`src/rtl/vid_timing_pkg.sv`:
```
// Shared video timing helpers: FSM encoding, blanking totals and counter sizing.
package vid_timing_pkg;

    localparam logic [1:0] ST_IDLE  = 2'd0;
    localparam logic [1:0] ST_PRIME = 2'd1;
    localparam logic [1:0] ST_RUN   = 2'd2;

    typedef enum logic [1:0] {
        S_IDLE  = ST_IDLE,
        S_PRIME = ST_PRIME,
        S_RUN   = ST_RUN
    } state_t;

    function automatic int tot4(input int a, input int b, input int c, input int d);
        return a + b + c + d;
    endfunction

    // Bits needed to count 0..n-1; never less than one.
    function automatic int clog2(input int n);
        int r;
        r = 0;
        for (int i = 0; i < 31; i++) begin
            if ((1 << i) < n) r = i + 1;
        end
        return (r < 1) ? 1 : r;
    endfunction

endpackage

```
`src/rtl/vid_timing_cnt.sv`:
```
// Horizontal/vertical raster counters with active, hsync and vsync decode.
module vid_timing_cnt
    import vid_timing_pkg::*;
#(
    parameter int H_ACTIVE = 1280,
    parameter int H_FP     = 110,
    parameter int H_SYNC   = 40,
    parameter int H_BP     = 220,
    parameter int V_ACTIVE = 720,
    parameter int V_FP     = 5,
    parameter int V_SYNC   = 5,
    parameter int V_BP     = 20,
    localparam int H_TOT   = tot4(H_ACTIVE, H_FP, H_SYNC, H_BP),
    localparam int V_TOT   = tot4(V_ACTIVE, V_FP, V_SYNC, V_BP),
    localparam int HW      = clog2(H_TOT),
    localparam int VW      = clog2(V_TOT)
)(
    input  logic          rd_clk,
    input  logic          rd_rst,
    input  logic          run,
    output logic [HW-1:0] h_cnt,
    output logic [VW-1:0] v_cnt,
    output logic          de_int,
    output logic          hs_int,
    output logic          vs_int
);

    localparam logic [HW-1:0] H_LAST = HW'(H_TOT - 1);
    localparam logic [VW-1:0] V_LAST = VW'(V_TOT - 1);

    logic [HW-1:0] r_h_cnt;
    logic [VW-1:0] r_v_cnt;

    // Counters sit at zero outside RUN so the first RUN cycle is pixel (0,0).
    always_ff @(posedge rd_clk or posedge rd_rst) begin
        if (rd_rst) begin
            r_h_cnt <= '0;
            r_v_cnt <= '0;
        end else if (!run) begin
            r_h_cnt <= '0;
            r_v_cnt <= '0;
        end else if (r_h_cnt == H_LAST) begin
            r_h_cnt <= '0;
            r_v_cnt <= (r_v_cnt == V_LAST) ? '0 : r_v_cnt + VW'(1);
        end else begin
            r_h_cnt <= r_h_cnt + HW'(1);
        end
    end

    assign h_cnt  = r_h_cnt;
    assign v_cnt  = r_v_cnt;
    assign de_int = run && (32'(r_h_cnt) < H_ACTIVE) && (32'(r_v_cnt) < V_ACTIVE);
    assign hs_int = run && (32'(r_h_cnt) >= H_ACTIVE + H_FP)
                        && (32'(r_h_cnt) <  H_ACTIVE + H_FP + H_SYNC);
    assign vs_int = run && (32'(r_v_cnt) >= V_ACTIVE + V_FP)
                        && (32'(r_v_cnt) <  V_ACTIVE + V_FP + V_SYNC);

endmodule

```
`src/rtl/vid_fifo_reader.sv`:
```
// Pulls pixels from a prefetch FIFO and emits registered raster timing with them.
module vid_fifo_reader
    import vid_timing_pkg::*;
#(
    parameter int DATA_W   = 16,
    parameter int H_ACTIVE = 1280,
    parameter int H_FP     = 110,
    parameter int H_SYNC   = 40,
    parameter int H_BP     = 220,
    parameter int V_ACTIVE = 720,
    parameter int V_FP     = 5,
    parameter int V_SYNC   = 5,
    parameter int V_BP     = 20,
    parameter int SYNC_POL = 1,
    localparam int H_TOT   = tot4(H_ACTIVE, H_FP, H_SYNC, H_BP),
    localparam int V_TOT   = tot4(V_ACTIVE, V_FP, V_SYNC, V_BP),
    localparam int HW      = clog2(H_TOT),
    localparam int VW      = clog2(V_TOT)
)(
    input  logic              rd_clk,
    input  logic              rd_rst,
    input  logic              enable,
    input  logic [DATA_W-1:0] fifo_data,
    input  logic              fifo_vld,
    output logic              fifo_rd_en,
    output logic              hs_o,
    output logic              vs_o,
    output logic              de_o,
    output logic [DATA_W-1:0] pix_o,
    output logic              frame_start,
    output logic              underflow,
    output logic              busy
);

    localparam logic [HW-1:0] H_LAST = HW'(H_TOT - 1);
    localparam logic [VW-1:0] V_LAST = VW'(V_TOT - 1);
    localparam logic          SYNC_INACT = (SYNC_POL == 0);

    state_t            r_state;
    logic              r_de;
    logic              r_hs;
    logic              r_vs;
    logic [DATA_W-1:0] r_pix;
    logic              r_fs;
    logic              r_uf;

    logic              w_run;
    logic [HW-1:0]     w_h_cnt;
    logic [VW-1:0]     w_v_cnt;
    logic              w_de_int;
    logic              w_hs_int;
    logic              w_vs_int;
    logic              w_frame_end;

    assign w_run       = (r_state == S_RUN);
    assign w_frame_end = (w_h_cnt == H_LAST) && (w_v_cnt == V_LAST);

    vid_timing_cnt #(
        .H_ACTIVE (H_ACTIVE),
        .H_FP     (H_FP),
        .H_SYNC   (H_SYNC),
        .H_BP     (H_BP),
        .V_ACTIVE (V_ACTIVE),
        .V_FP     (V_FP),
        .V_SYNC   (V_SYNC),
        .V_BP     (V_BP)
    ) u_cnt (
        .rd_clk (rd_clk),
        .rd_rst (rd_rst),
        .run    (w_run),
        .h_cnt  (w_h_cnt),
        .v_cnt  (w_v_cnt),
        .de_int (w_de_int),
        .hs_int (w_hs_int),
        .vs_int (w_vs_int)
    );

    always_ff @(posedge rd_clk or posedge rd_rst) begin
        if (rd_rst) begin
            r_state <= S_IDLE;
            r_de    <= 1'b0;
            r_hs    <= SYNC_INACT;
            r_vs    <= SYNC_INACT;
            r_pix   <= '0;
            r_fs    <= 1'b0;
            r_uf    <= 1'b0;
        end else begin
            case (r_state)
                S_IDLE:  if (enable) r_state <= S_PRIME;
                S_PRIME: begin
                    if (!enable)       r_state <= S_IDLE;
                    else if (fifo_vld) r_state <= S_RUN;
                end
                // Only leave at the very last pixel so a frame is never cut short.
                S_RUN:   if (w_frame_end && !enable) r_state <= S_IDLE;
                default: r_state <= S_IDLE;
            endcase
            r_de  <= w_de_int;
            r_hs  <= w_hs_int ^ SYNC_INACT;
            r_vs  <= w_vs_int ^ SYNC_INACT;
            r_pix <= (w_de_int && fifo_vld) ? fifo_data : '0;
            r_fs  <= w_run && (w_h_cnt == '0) && (w_v_cnt == '0);
            if (w_de_int && !fifo_vld) r_uf <= 1'b1;
        end
    end

    // Pop strobe is the raw active flag; an empty FIFO never stalls the raster.
    assign fifo_rd_en  = w_de_int;
    assign hs_o        = r_hs;
    assign vs_o        = r_vs;
    assign de_o        = r_de;
    assign pix_o       = r_pix;
    assign frame_start = r_fs;
    assign underflow   = r_uf;
    assign busy        = (r_state == S_PRIME) || (r_state == S_RUN);

endmodule
```
`config.mk`:
```
export PLATFORM = sky130hd
export DESIGN_NAME = vid_fifo_reader
export DESIGN_NICKNAME = d
export VERILOG_FILES = /design/src/rtl/vid_timing_pkg.sv /design/src/rtl/vid_timing_cnt.sv /design/src/rtl/vid_fifo_reader.sv
export SDC_FILE = /design/constraint.sdc
export NUM_CORES = 1
export LEC_CHECK = 0
export CAP_MARGIN = 10
export CORE_MARGIN = 1
export CORE_UTILIZATION = 45
export DETAILED_ROUTE_END_ITERATION = 6
export GPL_TIMING_DRIVEN = 0
export HOLD_SLACK_MARGIN = 0.02
export MAX_ROUTING_LAYER = met4
export PLACE_DENSITY = 0.71
export SETUP_SLACK_MARGIN = 0.1
export SLEW_MARGIN = 20
export SYNTH_ARGS = -nofsm -noshare
export SYNTH_HDL_FRONTEND = slang
export SYNTH_SLANG_ARGS = --single-unit
```
`constraint.sdc`:
```
create_clock -name rd_clk -period 1.9 [get_ports rd_clk]
set_input_delay 0.19 -clock rd_clk [delete_from_list [all_inputs] [get_ports rd_clk]]
set_output_delay 0.19 -clock rd_clk [all_outputs]
set_load 0.01 [all_outputs]
```
# [Word level (Yosys, flattened, before mapping)]
# Index checks and enable logic that the tools add are counted.
[word_totals] register_bits=44 inputBits=20 output_inout_bits=23 wordCells=55
[classes] eq_ne=8 n_mux=11 magnitude_cmp=6 n_reduce_logical=19 n_addsub=2
[op_table] operator="two-way mux 10 bit" count=3
[op_table] operator="less-than comparator 11 bit (second input constant)" count=2
[op_table] operator="two-way mux 11 bit" count=2
[op_table] operator="less-than comparator 10 bit (second input constant)" count=2
[op_table] operator="two-way mux 16 bit" count=1
[op_table] operator="logical AND 1 bit" count=12
[op_table] operator="adder 11 x 1 -> 11 bit (second input constant)" count=1
[op_table] operator="equality test 11 bit (second input constant)" count=1
[op_table] operator=">= comparator 11 bit (second input constant)" count=1
[op_table] operator="logical NOT 11 bit" count=1
[op_table] operator="adder 10 x 1 -> 10 bit (second input constant)" count=1
[op_table] operator="equality test 10 bit (second input constant)" count=1
[op_table] operator=">= comparator 10 bit (second input constant)" count=1
[op_table] operator="logical NOT 10 bit" count=1
[op_table] operator="two-way mux 2 bit" count=4
[op_table] operator="!= test 2 bit (second input constant)" count=3
[op_table] operator="one-hot mux 2 bit (3 select lines)" count=1
[op_table] operator="!= test 3 bit (second input constant)" count=1
[op_table] operator="AND reduction 3 bit" count=1
[op_table] operator="equality test 2 x 1 -> 1 bit (second input constant)" count=1
[op_table] operator="equality test 2 bit (second input constant)" count=1
[op_table] operator="logical NOT 1 bit" count=2
[op_table] operator="logical NOT 2 bit" count=1
[op_table] operator="logical OR 1 bit" count=1

# [Depth between registers and ports, before layout]
[logic_depth] word_depth=5 mapped_depth=7 depth_no_buf=6

# [By module]
# A second synthesis with hierarchy kept.
[hier_totals] cells_unflattened=220 hier_area_um2=2207.1
[by_module_without_submodules] module="vid_timing_cnt" instances=1 area_each_um2=1273.7 seq_area_each_um2=525.5 cells_per_inst=145
[by_module_without_submodules] module="vid_fifo_reader" instances=1 area_each_um2=933.4 seq_area_each_um2=575.6 cells_per_inst=75

# [Worst setup path before layout]
# OpenSTA, ideal clock, no wires.
[synth_timing] path_kind="reg-to-reg" start="reg r_state[0]" end="reg r_pix[10] (netlist: pix_o[10])" setup_time_ps=66 n_path_buf=2 stages_incl_launch_ff=8 t_arrival_ps=1674 required_ps=1834 synth_period_minus_slack_ps=1740 setup_slack_ps=160 path_cell_list="dfrtp_1 -> inv_1 -> ha_1 -> clkbuf_1 -> o2111ai_1 -> nor2_1 -> clkbuf_1 -> and2_1"
[synth_via] elab_chain_cells=5
[synth_lines] element="start, declared" line="vid_fifo_reader.sv:39" text="state_t r_state;"
[synth_lines] element="start signal, assigned" line="vid_fifo_reader.sv:80" text="r_state <= S_IDLE;"
[synth_lines] element="start signal, assigned" line="vid_fifo_reader.sv:89" text="S_IDLE: if (enable) r_state <= S_PRIME;"
[synth_lines] element="start signal, assigned" line="vid_fifo_reader.sv:91" text="if (!enable) r_state <= S_IDLE;"
[synth_lines] element="equality test 2 bit" line="vid_fifo_reader.sv:55" text="assign w_run = (r_state == S_RUN);"
[synth_lines] element="logical AND 1 bit (2 in a row)" line="vid_timing_cnt.sv:52" text="assign de_int = run && (32'(r_h_cnt) < H_ACTIVE) && (32'(r_v_cnt) < V_ACTIVE);"
[synth_lines] element="logical AND 1 bit" line="vid_fifo_reader.sv:101" text="r_pix <= (w_de_int && fifo_vld) ? fifo_data : '0;"
[synth_lines] element="two-way mux 16 bit" line="vid_fifo_reader.sv:101"
[synth_lines] element="end signal, assigned" line="vid_fifo_reader.sv:101"
[synth_lines] element="end, declared" line="vid_fifo_reader.sv:43" text="logic [DATA_W-1:0] r_pix;"
# No other way between the ends.
# A chain may end at the register's enable or synchronous reset.

# [Final worst setup path]
[layout_timing] start="reg u_cnt.r_v_cnt[1] (netlist: u_cnt.v_cnt[1])" end="reg u_cnt.r_v_cnt[3] (netlist: u_cnt.v_cnt[3])"
[layout_via] elab_chain_cells=4 word_cells_on_any_way=5 classes_between="add/sub (1); eq/ne (1); mux (3)"
[layout_lines] element="start, declared" line="vid_timing_cnt.sv:32" text="logic [VW-1:0] r_v_cnt;"
[layout_lines] element="start signal, assigned" line="vid_timing_cnt.sv:44" text="r_v_cnt <= (r_v_cnt == V_LAST) ? '0 : r_v_cnt + VW'(1);"
[layout_lines] element="adder 10 x 1 -> 10 bit / equality test 10 bit (equally long branches)" line="vid_timing_cnt.sv:44"
[layout_lines] element="two-way mux 10 bit (*)" line="vid_timing_cnt.sv:44"
[layout_lines] element="two-way mux 10 bit (*)" line="vid_timing_cnt.sv:42" text="end else if (r_h_cnt == H_LAST) begin"
[layout_lines] element="two-way mux 10 bit (*)" line="vid_timing_cnt.sv:39" text="end else if (!run) begin"
# Every way passes the cells marked *; elsewhere a longest branch is shown, timed or not. The select of a mux whose other input is x is not followed.

==> results by group <==
Run status
  • Status: finished clean

Route
  • Routed via count: about 1700
  • Final ANT Viol Nets: 0
  • Per-cell routed wire length: 13.7 um
  • Via density: ~5.3
  • Drt pass-1 iters: 4
  • DRC: 0
  • Detailed Route Iter0 Violations: 67
  • Final WL: 4370 um

Cells and area
  • Filler cells: 365
  • Final non-filler cell total: 320
  • Util after Layout: between 60% and 70%
  • Commonest non-fill, non-tap cell in the layout: clkdlybuf4s50_1
  • Commonest non-fill, non-tap cells in the layout: clkdlybuf4s50_1, dfrtp_1, and2_1
  • Antenna diodes: 0
  • Final Cell Area: between 0.002 and 0.003 mm^2
  • Fin nets: ~300
  • Area grow syn2layout: 40.0%
  • Layout cells sized above 1: between 20% and 30%

Power
  • Register share of total power: ~44%
  • Pwr Density: 813 mW/mm^2
  • Clock power frac: slightly below 30%
  • Int Pwr: 1.75 mW
  • LEAKAGE: roughly 1.3 nW
  • Gate power share: 27.1%
  • P_sw: 0.655 mW
  • Worst VDD drop: 573 uV
  • Switching Fraction: between 20% and 30%

Yosys
  • Yosys top cell by area: dfrtp_1
  • Synth Cell Area: roughly 0.0021 mm^2
  • Yosys warning total: 0
  • Synth unique cells: 39
  • Syn Area/Cell: between 10 and 15 um^2
  • Post-synthesis net count: roughly 230
  • Synth Instances: 204
  • Synth top area share: 52.1%
  • Sequential area share after synthesis: a little over half
  • Post-synth top flop: dfrtp_1
  • Yosys reg bits: 44
  • Synth area leaders: dfrtp_1, ha_1, and2_1
  • FFs w/ async S/R, synth: 100%
  • Post-synth EDFFs: 0

Global routing
  • Vias in the first global route: 1600
  • Number of antenna violations at the first check in global routing: 0
  • Gr usage total: between 10% and 20%
  • Largest net degree at the start of global routing: 27
  • Grt total ovfl: 0
  • First-pass GRT wire length: around 7400 um

Worst setup path
  • Worst-path fanout max: 5
  • Critical Path RT: 2.08 ns
  • Critical Path AT: around 2.0 ns
  • R2R cell count: 7
  • CP Launch Point: u_cnt.v_cnt[1]$_DFFE_PP0P_
  • Reg-to-Reg End: u_cnt.v_cnt[3]$_DFFE_PP0P_
  • End of the critical path: u_cnt.v_cnt[3]$_DFFE_PP0P_
  • Startpoint types: register
  • Crit path capture type: register
  • R2R Path Start: u_cnt.v_cnt[1]$_DFFE_PP0P_
  • Worst reg-to-reg setup slack: ~0.1 ns
  • Critical path class: register to register

Clock tree
  • Clock transition at the registers of the reported paths: 0.08 ns
  • CTS Sinks: 44
  • Total CTS buffers: 5
  • TritonCTS clock tree: built
  • Clock buffer depth: 2
  • Root Buffer: clkbuf_8
  • Worst skew pair latency: approximately 0.29 ns
  • CTS H-tree lvls: 2
  • # hold bufs at CTS: 0

Placed design
  • Placed cell area: 0.00262 mm^2
  • DP HPWL: 2950 um
  • Gpl congestion: ~0.81
  • Placed Cells: 299
  • Port bufs: 42
  • DP Worst Slack: -0.306 ns

Timing
  • Clk_skew: 0.00378 ns
  • Peak Freq: 556 MHz
  • Slew HR: approximately three quarters
  • Final WS setup: 0.102 ns
  • Setup Viol. Count Final: 0
  • RSZ-0062 raised after global routing: yes
  • Hold Fails Final Rpt: 0
  • Final Max Tran Viols: 0
  • Worst-Margin Slew: 0.363 ns
  • Tmin final: between 1.5 and 2 ns
  • Final worst-path cycle share: 94.6%

Worst hold path
  • HP Class: input pin to asynchronous set/reset pin

Floorplan
  • Chip width: between 70 and 80 um
  • Full die area: 0.00497 mm^2
  • Starting density of the core: a little under half
  • Site Rows: 24
  • # IOs: 43
  • Die H: 70.5 um
  • Core area: approximately 0.0044 mm^2

Job
  • Max-cap violations: 0
## Yosys cell counts, drive strengths merged (3+ instances only)
| cell type | number |
|---|---|
| dfrtp | 44 |
| and2 | 18 |
| inv | 15 |
| nor2 | 15 |
| nand2 | 13 |
| a21oi | 10 |
| ha | 10 |
| o21ai | 10 |
| nand3 | 8 |
| or3 | 6 |
| xor2 | 6 |
| nand4 | 5 |
| nor4 | 5 |
| and3 | 4 |
| and4 | 3 |
| clkbuf | 3 |
| or4 | 3 |
| xnor2 | 3 |
## through the flow
step           power [mW]  hold slack (ns)  TNS, ns
3_5_place_dp         1.62            0.470    -3.47
2_1_floorplan        1.35            0.289        0
5_1_grt              2.55            0.240        0
4_1_cts              2.40            0.194        0
6_report             2.40            0.196        0
3_3_place_gp         1.61            0.464   -11.91
## timing repair
item	CTS	global route
buffers inserted	8	5
gates resized for setup	12	31
pin swaps	3	7
setup endpoints to repair	28	33
## final cells by class
cell class	instances	area [um^2]	share of cell area [%]
Multi-Input combinational cell	140	1020	34.6
Sequential cell	44	1110	37.4
Buffer	5	41.3	1.40
Tap cell	52	65.1	2.20
Inverter	15	56.3	1.90
Clock inverter	2	35.0	1.18
Clock buffer	6	72.6	2.45
Timing Repair Buffer	56	558	18.9
## metal layers
| layer | vias up | global-route usage (%) | share of wire [%] |
|---|---|---|---|
| met5 | - | - | 0 |
| met4 | 0 | 6.12 | 0.89 |
| met3 | 4 | 8.23 | 8.1 |
| met2 | 50 | 29.9 | 46 |
| met1 | 787 | 24.1 | 45 |
| li1 | 845 | - | - |
## power by group through the flow
stage | sequential, mW | clock, mW | combinational [mW]
floorplan | 1.10 | 0 | 0.242
global placement | 1.08 | 0 | 0.533
detailed placement | 1.08 | 0 | 0.543
CTS | 1.06 | 0.721 | 0.623
global route | 1.07 | 0.762 | 0.720
finish | 1.06 | 0.695 | 0.652
## cells by family after synthesis
| kind of cell | after synthesis | share of synthesized area [%] |
|---|---|---|
| compound gates | 34 | 10.5 |
| xor+xnor | 9 | 3.73 |
| fa+ha+maj | 10 | 5.92 |
| buf+inv | 20 | 3.67 |
| flops | 44 | 52.1 |
| mux | 1 | 0.474 |
| simple gates | 86 | 23.6 |
## worst min-delay path by stage
stage	endpoint	depth (start not counted)	slack, ns
final	pix_o[9]$_DFF_PP0_	2	0.20
after global routing	pix_o[9]$_DFF_PP0_	2	0.24
after CTS	pix_o[9]$_DFF_PP0_	2	0.19
after detailed placement	underflow$_DFFE_PP0P_	1	0.47
after global placement	underflow$_DFFE_PP0P_	1	0.46
after floorplan	underflow$_DFFE_PP0P_	1	0.29
## state kept, by name, indices dropped and copies added (netlist names), 2 cells and up
name	count
pix_o	16
u_cnt.h_cnt	11
u_cnt.v_cnt	10
r_state	2
## worst max-delay path, stage by stage (launching register included)
cell	delay, ns
dfrtp_1	0.39
inv_2	0.09
ha_4	0.14
nand2_2	0.06
or4_4	0.54
o21ai_4	0.27
buf_12	0.16
a21oi_1	0.04
Note: power is estimated with default switching activity, not from simulation.
